`src/rtl/rst_seq_pkg.sv`:
```
// Shared definitions for the global reset sequencer: phase encoding and default counter width.
package rst_seq_pkg;

  localparam int CNT_W_DEF = 16;

  localparam logic [1:0] PH_PRE     = 2'd0;
  localparam logic [1:0] PH_ASSERT  = 2'd1;
  localparam logic [1:0] PH_RELEASE = 2'd2;
  localparam logic [1:0] PH_DONE    = 2'd3;

endpackage

```
`src/rtl/rst_seq_cnt.sv`:
```
// Phase counter: synchronous clear, enable, saturates at all-ones, terminal-count compare.
module rst_seq_cnt #(
  parameter int CNT_W = 16
) (
  input  logic             i_local_clk,
  input  logic             i_rst_n,
  input  logic             i_clr,
  input  logic             i_en,
  input  logic [CNT_W-1:0] i_tc_val,
  output logic [CNT_W-1:0] o_cnt,
  output logic             o_tc
);

  always_ff @(posedge i_local_clk or negedge i_rst_n) begin
    if (!i_rst_n) begin
      o_cnt <= '0;
    end else if (i_clr) begin
      o_cnt <= '0;
    end else if (i_en && (o_cnt != '1)) begin
      o_cnt <= o_cnt + CNT_W'(1);
    end
  end

  assign o_tc = (o_cnt == i_tc_val);

endmodule

```
`src/rtl/rst_seq_gen.sv`:
```
// Global reset sequencer: PRE hold-high, ASSERT window, staggered per-channel release, DONE.
// Optional soft re-sequence from RELEASE/DONE enabled by defining RST_SEQ_SOFT_EN.
module rst_seq_gen
  import rst_seq_pkg::*;
#(
  parameter int          CNT_W      = CNT_W_DEF,
  parameter int          N_CH       = 4,
  parameter int unsigned PRE_DLY    = 32'h8000,
  parameter int unsigned ASSERT_LEN = 32'h7FFF,
  parameter int unsigned STAGE_DLY  = 16
) (
  input  logic            i_local_clk,
  input  logic            i_rst_n,
  input  logic            i_soft_req,
  output logic [N_CH-1:0] o_rst_n,
  output logic            o_done,
  output logic [1:0]      o_phase
);

  if (N_CH < 1) begin : g_chk_nch
    $error("rst_seq_gen: N_CH must be >= 1");
  end
  if ((ASSERT_LEN < 1) || (STAGE_DLY < 1)) begin : g_chk_min
    $error("rst_seq_gen: ASSERT_LEN and STAGE_DLY must be >= 1");
  end
  if (((PRE_DLY >> CNT_W) != 0) || ((ASSERT_LEN >> CNT_W) != 0) ||
      ((STAGE_DLY >> CNT_W) != 0)) begin : g_chk_fit
    $error("rst_seq_gen: delay parameters must fit in CNT_W bits");
  end

  localparam int IDX_W = (N_CH > 1) ? $clog2(N_CH) : 1;
  localparam logic [IDX_W-1:0] LAST_IDX  = IDX_W'((N_CH > 1) ? N_CH - 2 : 0);
  localparam logic [N_CH-1:0]  CH0       = N_CH'(1);
  localparam logic [CNT_W-1:0] TC_PRE    = CNT_W'(PRE_DLY);
  localparam logic [CNT_W-1:0] TC_ASSERT = CNT_W'(ASSERT_LEN - 1);
  localparam logic [CNT_W-1:0] TC_STAGE  = CNT_W'(STAGE_DLY - 1);

  logic [1:0]       phase_d;
  logic [N_CH-1:0]  rst_d;
  logic             done_d;
  logic [IDX_W-1:0] idx, idx_d;
  logic             cnt_clr, cnt_en, cnt_tc, soft_hit;
  logic [CNT_W-1:0] tc_val;
  logic [CNT_W-1:0] cnt;

  rst_seq_cnt #(.CNT_W(CNT_W)) u_cnt (
    .i_local_clk (i_local_clk),
    .i_rst_n     (i_rst_n),
    .i_clr       (cnt_clr),
    .i_en        (cnt_en),
    .i_tc_val    (tc_val),
    .o_cnt       (cnt),
    .o_tc        (cnt_tc)
  );

`ifdef RST_SEQ_SOFT_EN
  assign soft_hit = i_soft_req && ((o_phase == PH_RELEASE) || (o_phase == PH_DONE));
`else
  logic unused_soft_req;
  assign unused_soft_req = i_soft_req;
  assign soft_hit        = 1'b0;
`endif

  always_comb begin
    tc_val = TC_STAGE;
    case (o_phase)
      PH_PRE:    tc_val = TC_PRE;
      PH_ASSERT: tc_val = TC_ASSERT;
      default:   tc_val = TC_STAGE;
    endcase
  end

  // Phase register; o_phase is the FSM state itself.
  always_ff @(posedge i_local_clk or negedge i_rst_n) begin
    if (!i_rst_n) begin
      o_phase <= PH_PRE;
      o_rst_n <= '0;
      o_done  <= 1'b0;
      idx     <= '0;
    end else begin
      o_phase <= phase_d;
      o_rst_n <= rst_d;
      o_done  <= done_d;
      idx     <= idx_d;
    end
  end

  // Next phase; a soft request outranks a simultaneous last-channel release.
  always_comb begin
    phase_d = o_phase;
    cnt_clr = 1'b0;
    cnt_en  = 1'b0;
    if (soft_hit) begin
      phase_d = PH_ASSERT;
      cnt_clr = 1'b1;
    end else begin
      case (o_phase)
        PH_PRE: begin
          if (cnt_tc) begin
            phase_d = PH_ASSERT;
            cnt_clr = 1'b1;
          end else begin
            cnt_en = 1'b1;
          end
        end
        PH_ASSERT: begin
          if (cnt_tc) begin
            phase_d = (N_CH == 1) ? PH_DONE : PH_RELEASE;
            cnt_clr = 1'b1;
          end else begin
            cnt_en = 1'b1;
          end
        end
        PH_RELEASE: begin
          if (cnt_tc) begin
            cnt_clr = 1'b1;
            if (idx == LAST_IDX) phase_d = PH_DONE;
          end else begin
            cnt_en = 1'b1;
          end
        end
        default: ;
      endcase
    end
  end

  // Channels release as a thermometer: each stage shifts in one more high bit.
  always_comb begin
    rst_d  = o_rst_n;
    idx_d  = idx;
    done_d = (phase_d == PH_DONE);
    if (phase_d == PH_ASSERT) begin
      rst_d = '0;
      idx_d = '0;
    end else if (o_phase == PH_PRE) begin
      rst_d = '1;
    end else if (cnt_clr) begin
      rst_d = (o_rst_n << 1) | CH0;
      if (o_phase == PH_RELEASE) idx_d = idx + IDX_W'(1);
    end
  end

endmodule

```
`config.mk`:
```
export PLATFORM = sky130hd
export DESIGN_NAME = rst_seq_gen
export DESIGN_NICKNAME = d
export VERILOG_FILES = /design/src/rtl/rst_seq_pkg.sv /design/src/rtl/rst_seq_cnt.sv /design/src/rtl/rst_seq_gen.sv
export SDC_FILE = /design/constraint.sdc
export NUM_CORES = 1
export LEC_CHECK = 0
export CAP_MARGIN = 0
export CELL_PAD_IN_SITES_DETAIL_PLACEMENT = 1
export CELL_PAD_IN_SITES_GLOBAL_PLACEMENT = 1
export CORE_MARGIN = 3
export CORE_UTILIZATION = 41
export CTS_CLUSTER_SIZE = 10
export DETAILED_ROUTE_END_ITERATION = 7
export GPL_TIMING_DRIVEN = 0
export MAX_ROUTING_LAYER = met4
export PLACE_DENSITY_LB_ADDON = 0.12
export SETUP_SLACK_MARGIN = 0.5
export SYNTH_ARGS = -nofsm -noshare
export SYNTH_HDL_FRONTEND = slang
export SYNTH_HIERARCHICAL = 1
export SYNTH_SLANG_ARGS = --single-unit
```
`constraint.sdc`:
```
create_clock -name i_local_clk -period 3.55 [get_ports i_local_clk]
set_input_delay 0.8875 -clock i_local_clk [delete_from_list [all_inputs] [get_ports i_local_clk]]
set_output_delay 0.8875 -clock i_local_clk [all_outputs]
set_load 0.005 [all_outputs]
```
==> flow_metrics.py, run 1 <==
metrics = {
    "routing": {
        "met1Wirelength_um": 1880,
        "wl_per_cell_um": 17.6,
        "drc": 0,
        "route.met2.wl_um": 2060,
        "top_layer": "met4",
        "wl_met3_um": 104,
        "first_iter_violations": 65,
        "ant_nets": 0,
        "dr_total_vias": 1372,
        "firstDrtPassIters": 4,
        "routed_wirelength_um": 4110,
        "viasPerCell": 5.89,
    },
    "worst_setup_path": {
        "crit_path_cell_trace": "buf_6, buf_12, nor2_4, buf_12, xnor2_1, nand4_1, nor4_4, buf_6, a21oi_4, inv_1, or3_1, clkbuf_4, or4_4, a21oi_2",
        "crit_path_top_delay_cell": "or4_4",
        "cp_slowest_stage_delay_ns": 0.49,
        "crit_path_end_kind": "flip-flop",
        "critical_path.max_fanout": 11,
        "cp-start-kind": "flip-flop",
        "crit_required_ns": 3.75,
        "cp.arrival_ns": 3.17,
        "path_class": "reg -> reg",
    },
    "power": {
        "power_switching_share": 0.204,
        "power_density_mw_per_mm2": 243,
        "p_int_uw": 366,
        "seqPwrFrac": 0.619,
        "leakagePower_uw": 0.000710,
        "peakVddDrop_uv": 118,
        "p_clk_frac": 0.367,
        "switchingPower_uw": 93.8,
        "pwr-share-comb": 0.014,
    },
    "final_layout": {
        "mostFrequentLayoutCell": "dfrtp_1",
        "syn_to_final_growth_pct": 18.9,
        "design_area_mm2": 0.00189,
        "layout.nets": 191,
        "antenna_cells": 0,
        "fin_util": 0.513,
        "layout_common_cells": "dfrtp_1 (24), xnor2_1 (16), a21oi_1 (13)",
        "drive_gt1_frac": 0.195,
    },
    "outcome": {
        "status": "completed",
    },
    "sta": {
        "rsz0062_at_grt": "yes",
        "tns_ns": 0,
        "min_period_ns": 2.96,
        "hold_viol_final": 0,
        "max-slew-margin-rel": 0.238,
        "fmax_ghz": 0.338,
        "skew_ns": 0.00312,
        "slew_viol_final": 0,
        "finalSetupViolCount": 0,
        "tightest_slew_ns": 1.14,
        "fin_crit_sh": 0.835,
    },
    "placement": {
        "gp_congestion": 0.856,
        "post-dp-hpwl_um": 2840,
        "dpl_cell_area_mm2": 0.00174,
        "port_buffers": 8,
    },
    "yosys": {
        "ys.flop_type": "dfrtp_1",
        "yosysWarnings": 6,
        "ys_ff_latch": 25,
        "syn_area_mm2": 0.00159,
        "syn_inst": 168,
        "yosysSeqAreaShare": 0.393,
        "synth_edf_count": 0,
        "syn_nets": 173,
        "syn_area_per_cell_um2": 9.47,
        "async_flop_share": 1.00,
        "synth.distinct_cells": 49,
    },
    "global_route": {
        "grt_max_degree": 26,
        "gr-total-overflow": 0,
        "grt_pass1_vias": 1343,
        "grtUsageTotal": 0.191,
        "antenna_found_initial": 0,
        "grt_pass1_wl_um": 6350,
    },
    "floorplanning": {
        "core_mm2": 0.00369,
        "die_area_mm2": 0.00466,
        "num_rows": 22,
        "num_io_pins": 10,
        "dieWidth_um": 68.3,
        "initial_core_util": 0.431,
        "die_y_um": 68.3,
    },
    "cts": {
        "clock-sinks": 25,
        "clockRootBuffer": "clkbuf_8",
        "insertion_delay_ns": 0.27,
        "clockBufferDepth": 2,
        "cts_max_level": 1,
        "cts_made_buffers": 3,
        "cts_tree": "done",
        "clk_pin_slew_worst_paths_ns": 0.08,
    },
    "worst_hold_path": {
        "worstHoldPathType": "reg -> reg",
    },
    "flow_run": {
        "drv_cap": 0,
    },
}
## registers in the layout (all words and copies together) (netlist names)
register     cells
idx              2
o_done           1
o_phase          2
u_cnt/o_cnt     16
o_rst_n          4
## cell usage after synthesis, drive strengths merged, types with 4 or more instances
cell type,n,share of area
nand4,9,0.039
inv,6,0.014
a21oi,16,0.053
nand2,6,0.014
o21ai,8,0.025
or3,6,0.024
nand3,7,0.025
nor2,9,0.021
clkbuf,4,0.0094
dfrtp,25,0.39
nor3,4,0.016
buf,8,0.039
xnor2,16,0.088
## cell type report
class / instances / area [um2]
multi-input combinational: 125 / 908
timing repair buffer: 13 / 130
sequential: 25 / 627
buffer: 12 / 97.6
clock buffer: 4 / 45.0
inverter: 6 / 22.5
tap: 48 / 60.1
fill: 428 / 1800
## power groups by stage
| stage | Clock (uW) | Sequential, uW | Combinational (uW) |
|---|---|---|---|
| final | 169 | 284 | 6.42 |
| after global routing | 191 | 285 | 7.68 |
| after CTS | 177 | 285 | 7.12 |
| after detailed placement | 0 | 290 | 7.12 |
| after global placement | 0 | 290 | 6.92 |
| after floorplan | 0 | 290 | 0.000300 |
## cell families after synthesis
kind of cell / synth area share
and+or+nand+nor: 0.219
AOI/OAI and AO/OA: 0.191
DFF: 0.393
xor gates and xnor gates: 0.0991
buffers and inverters: 0.0629
muxes: 0.0189
adders and majority gates: 0.0157
## final timing paths
kind | startpoint | end | slack, ns | depth (start not counted)
max | o_phase[1] | u_cnt/o_cnt[14] | 0.59 | 14
min | idx[0] | idx[0] | 0.52 | 1
max reg2reg | o_phase[1] | u_cnt/o_cnt[14] | 0.59 | 14
min reg2reg | idx[0] | idx[0] | 0.52 | 1
max in group asynchronous | i_rst_n | o_phase[0] | 1.58 | 1
min in group asynchronous | i_rst_n | o_phase[0] | 1.22 | 1
## stage by stage
step	std cells	worst slack, ns	hold WS, ns	power, uW
floorplan	168	0.603	0.464	290
global placement	224	0.108	0.476	297
detailed placement	224	0.0671	0.506	297
CTS	229	0.520	0.516	469
global route	233	0.429	0.536	483
finish	233	0.587	0.518	460
## critical path, delay by kind of cell, from the launching register on
family,cells,cell delay [ns]
XOR/XNOR,1,0.08
AND/OR/NAND/NOR,5,1.21
buffers and inverters,6,0.86
AO/OA/AOI/OAI,2,0.31
flip-flops,1,0.42
## timing repair
item	4_1_cts	5_1_grt
setup buffers	1	4
resized for setup	7	11
hold endpoints to repair	0	0
pin swaps	1	2
endpoints found under the setup margin	16	16
hold buffers	0	0
## routing by layer
layer  vias up  track usage
met4         0       0.0769
met5         -            -
met2        20        0.300
met1       691        0.244
met3         5       0.0328
li1        656            -
(Power assumes the default switching activity.)
==> run 2, diff against run 1 <==
--- a/config.mk
+++ b/config.mk
@@ -9,7 +9,7 @@
 export CELL_PAD_IN_SITES_DETAIL_PLACEMENT = 1
 export CELL_PAD_IN_SITES_GLOBAL_PLACEMENT = 1
 export CORE_MARGIN = 3
-export CORE_UTILIZATION = 41
+export CORE_UTILIZATION = 45
 export CTS_CLUSTER_SIZE = 10
 export DETAILED_ROUTE_END_ITERATION = 7
 export GPL_TIMING_DRIVEN = 0
==> constraint.sdc (replaced) <==
create_clock -name i_local_clk -period 3.08 [get_ports i_local_clk]
set_input_delay 0.77 -clock i_local_clk [delete_from_list [all_inputs] [get_ports i_local_clk]]
set_output_delay 0.77 -clock i_local_clk [all_outputs]
set_load 0.005 [all_outputs]
==> flow_metrics.py, run 2 (synthesis results as in run 1) <==
metrics = {
    "cts": {
        "clock-sinks": 25,
        "clockBufferDepth": 2,
        "clockRootBuffer": "clkbuf_4",
        "cts_max_level": 1,
        "insertion_delay_ns": 0.34,
        "cts_tree": "done",
        "clk_pin_slew_worst_paths_ns": 0.15,
        "cts_made_buffers": 3,
    },
    "global_route": {
        "grt_max_degree": 26,
        "grt_pass1_vias": 1534,
        "gr-total-overflow": 0,
        "grt_pass1_wl_um": 7830,
        "antenna_found_initial": 0,
        "grtUsageTotal": 0.247,
    },
    "sta": {
        "max-slew-margin-rel": 0.230,
        "hold_viol_final": 0,
        "finalSetupViolCount": 0,
        "slew_viol_final": 0,
        "layout_setup_ws_ns": 0.202,
        "tightest_slew_ns": 1.15,
        "fin_crit_sh": 0.934,
        "rsz0062_at_grt": "yes",
        "skew_ns": 0.00802,
        "min_period_ns": 2.88,
        "fmax_ghz": 0.348,
    },
    "routing": {
        "viasPerCell": 6.30,
        "ant_nets": 0,
        "drc": 0,
        "wl_per_cell_um": 23.5,
        "first_iter_violations": 164,
        "routed_wirelength_um": 5860,
        "dr_total_vias": 1568,
        "firstDrtPassIters": 4,
    },
    "floorplanning": {
        "core_mm2": 0.00320,
        "initial_core_util": 0.496,
        "num_rows": 20,
        "die_area_mm2": 0.00428,
        "dieWidth_um": 65.4,
        "num_io_pins": 10,
        "die_y_um": 65.4,
    },
    "worst_setup_path": {
        "cp_slowest_stage_delay_ns": 0.42,
        "path_buf_inv": 7,
        "crit_path_top_delay_cell": "dfrtp_1",
        "critical_path.max_fanout": 5,
        "path_class": "reg -> reg",
        "crit_path_end_kind": "flip-flop",
        "crit_top_cell": "buf_6",
        "crit_path_cell_trace": "buf_6, buf_12, nor2_4, clkbuf_16, xnor2_1, nand4_1, nor4_4, buf_6, a21oi_4, inv_2, or3_4, buf_6, buf_4, or3_1, a21oi_1",
        "cp.arrival_ns": 3.14,
        "cp_top_family": "simple AND/OR/NAND/NOR gates",
        "crit_required_ns": 3.34,
        "cp-start-kind": "flip-flop",
    },
    "final_layout": {
        "mostFrequentLayoutCell": "buf_4",
        "top_regs": "u_cnt/o_cnt x16, o_rst_n x4",
        "layout_common_cells": "buf_4 (27), dfrtp_1 (24), xnor2_1 (14)",
        "regMostFlops": "u_cnt/o_cnt",
        "fill_cells": 361,
        "syn_to_final_growth_pct": 33.9,
        "largest_reg_flops": 16,
        "drive_gt1_frac": 0.332,
        "layout.nets": 211,
        "antenna_cells": 0,
    },
    "outcome": {
        "status": "completed",
    },
    "placement": {
        "place_ws_ns": -0.0562,
        "post-dp-hpwl_um": 2780,
        "gp_congestion": 0.860,
        "port_buffers": 8,
    },
    "power": {
        "peakVddDrop_uv": 180,
        "power_density_mw_per_mm2": 233,
        "power_uw": 496,
        "leakagePower_uw": 0.000874,
    },
    "worst_hold_path": {
        "worstHoldPathType": "reg -> reg",
    },
    "flow_run": {
        "drv_cap": 0,
    },
}
run 2: what timing repair did:
item	in CTS	in global routing
setup endpoints to repair	19	19
buffers inserted	12	11
hold buffers	0	0
pin swaps	3	10
gates resized for setup	10	24
hold endpoints to repair	0	0
gates cloned	2	0
run 2: worst paths after layout:
kind | from | endpoint | cells after the start | slack, ns
setup / recovery | o_phase[1] | u_cnt/o_cnt[12] | 15 | 0.20
hold / removal | idx[0] | idx[0] | 1 | 0.51
setup reg to reg | o_phase[1] | u_cnt/o_cnt[12] | 15 | 0.20
hold reg to reg | idx[0] | idx[0] | 1 | 0.51
max in group asynchronous | i_rst_n | o_phase[0] | 1 | 1.31
min in group asynchronous | i_rst_n | o_rst_n[1] | 1 | 1.02
run 2: layout make-up:
class / instances / area, um2 / share of cell area
Sequential cell: 25 / 627 / 0.294
Clock buffer: 4 / 26.3 / 0.0123
Tap cell: 44 / 55.1 / 0.0259
Buffer: 12 / 114 / 0.0535
Timing Repair Buffer: 33 / 298 / 0.140
Multi-Input combinational cell: 125 / 983 / 0.462
Inverter: 6 / 26.3 / 0.0123
run 2: metrics by stage:
stage | hold WS [ns] | setup TNS [ns] | instances | utilization | instance area (um2)
finish | 0.510 | 0 | 249 | 0.665 | 2130
global route | 0.547 | 0 | 249 | 0.665 | 2130
CTS | 0.503 | 0 | 238 | 0.611 | 1960
detailed placement | 0.485 | -0.0562 | 220 | 0.553 | 1770
global placement | 0.476 | 0 | 220 | 0.553 | 1770
floorplan | 0.464 | 0 | 168 | - | 1640
run 2: worst reg2reg max path, delay by kind of cell (launching register included):
kind | cells | cell delay, ns
and+or+nand+nor | 5 | 1.07
xor gates and xnor gates | 1 | 0.09
DFF | 1 | 0.42
buffers and inverters | 7 | 0.90
AOI/OAI and AO/OA | 2 | 0.32
run 2: layer usage:
layer / track usage / vias to the layer above / share of wire
met5: - / - / 0
met2: 0.405 / 46 / 0.50
met3: 0.0222 / 17 / 0.040
met4: 0.106 / 0 / 0.023
li1: - / 696 / -
met1: 0.313 / 809 / 0.44
run 2: power by group:
| group | total (uW) | leakage, uW | switching (uW) | internal (uW) |
|---|---|---|---|---|
| clock | 160 | 0.0000150 | 109 | 50.9 |
| combinational | 7.47 | 0.000547 | 6.36 | 1.11 |
| sequential | 328 | 0.000312 | 0 | 328 |
| total | 496 | 0.000874 | 115 | 380 |
==> run 3, diff against run 2 <==
--- a/config.mk
+++ b/config.mk
@@ -20,3 +20,4 @@
 export SYNTH_HDL_FRONTEND = slang
 export SYNTH_HIERARCHICAL = 1
 export SYNTH_SLANG_ARGS = --single-unit
+export TNS_END_PERCENT = 100
==> results of run 3 <==
The final DEF is identical to that of run 2; final timing and power are the same.
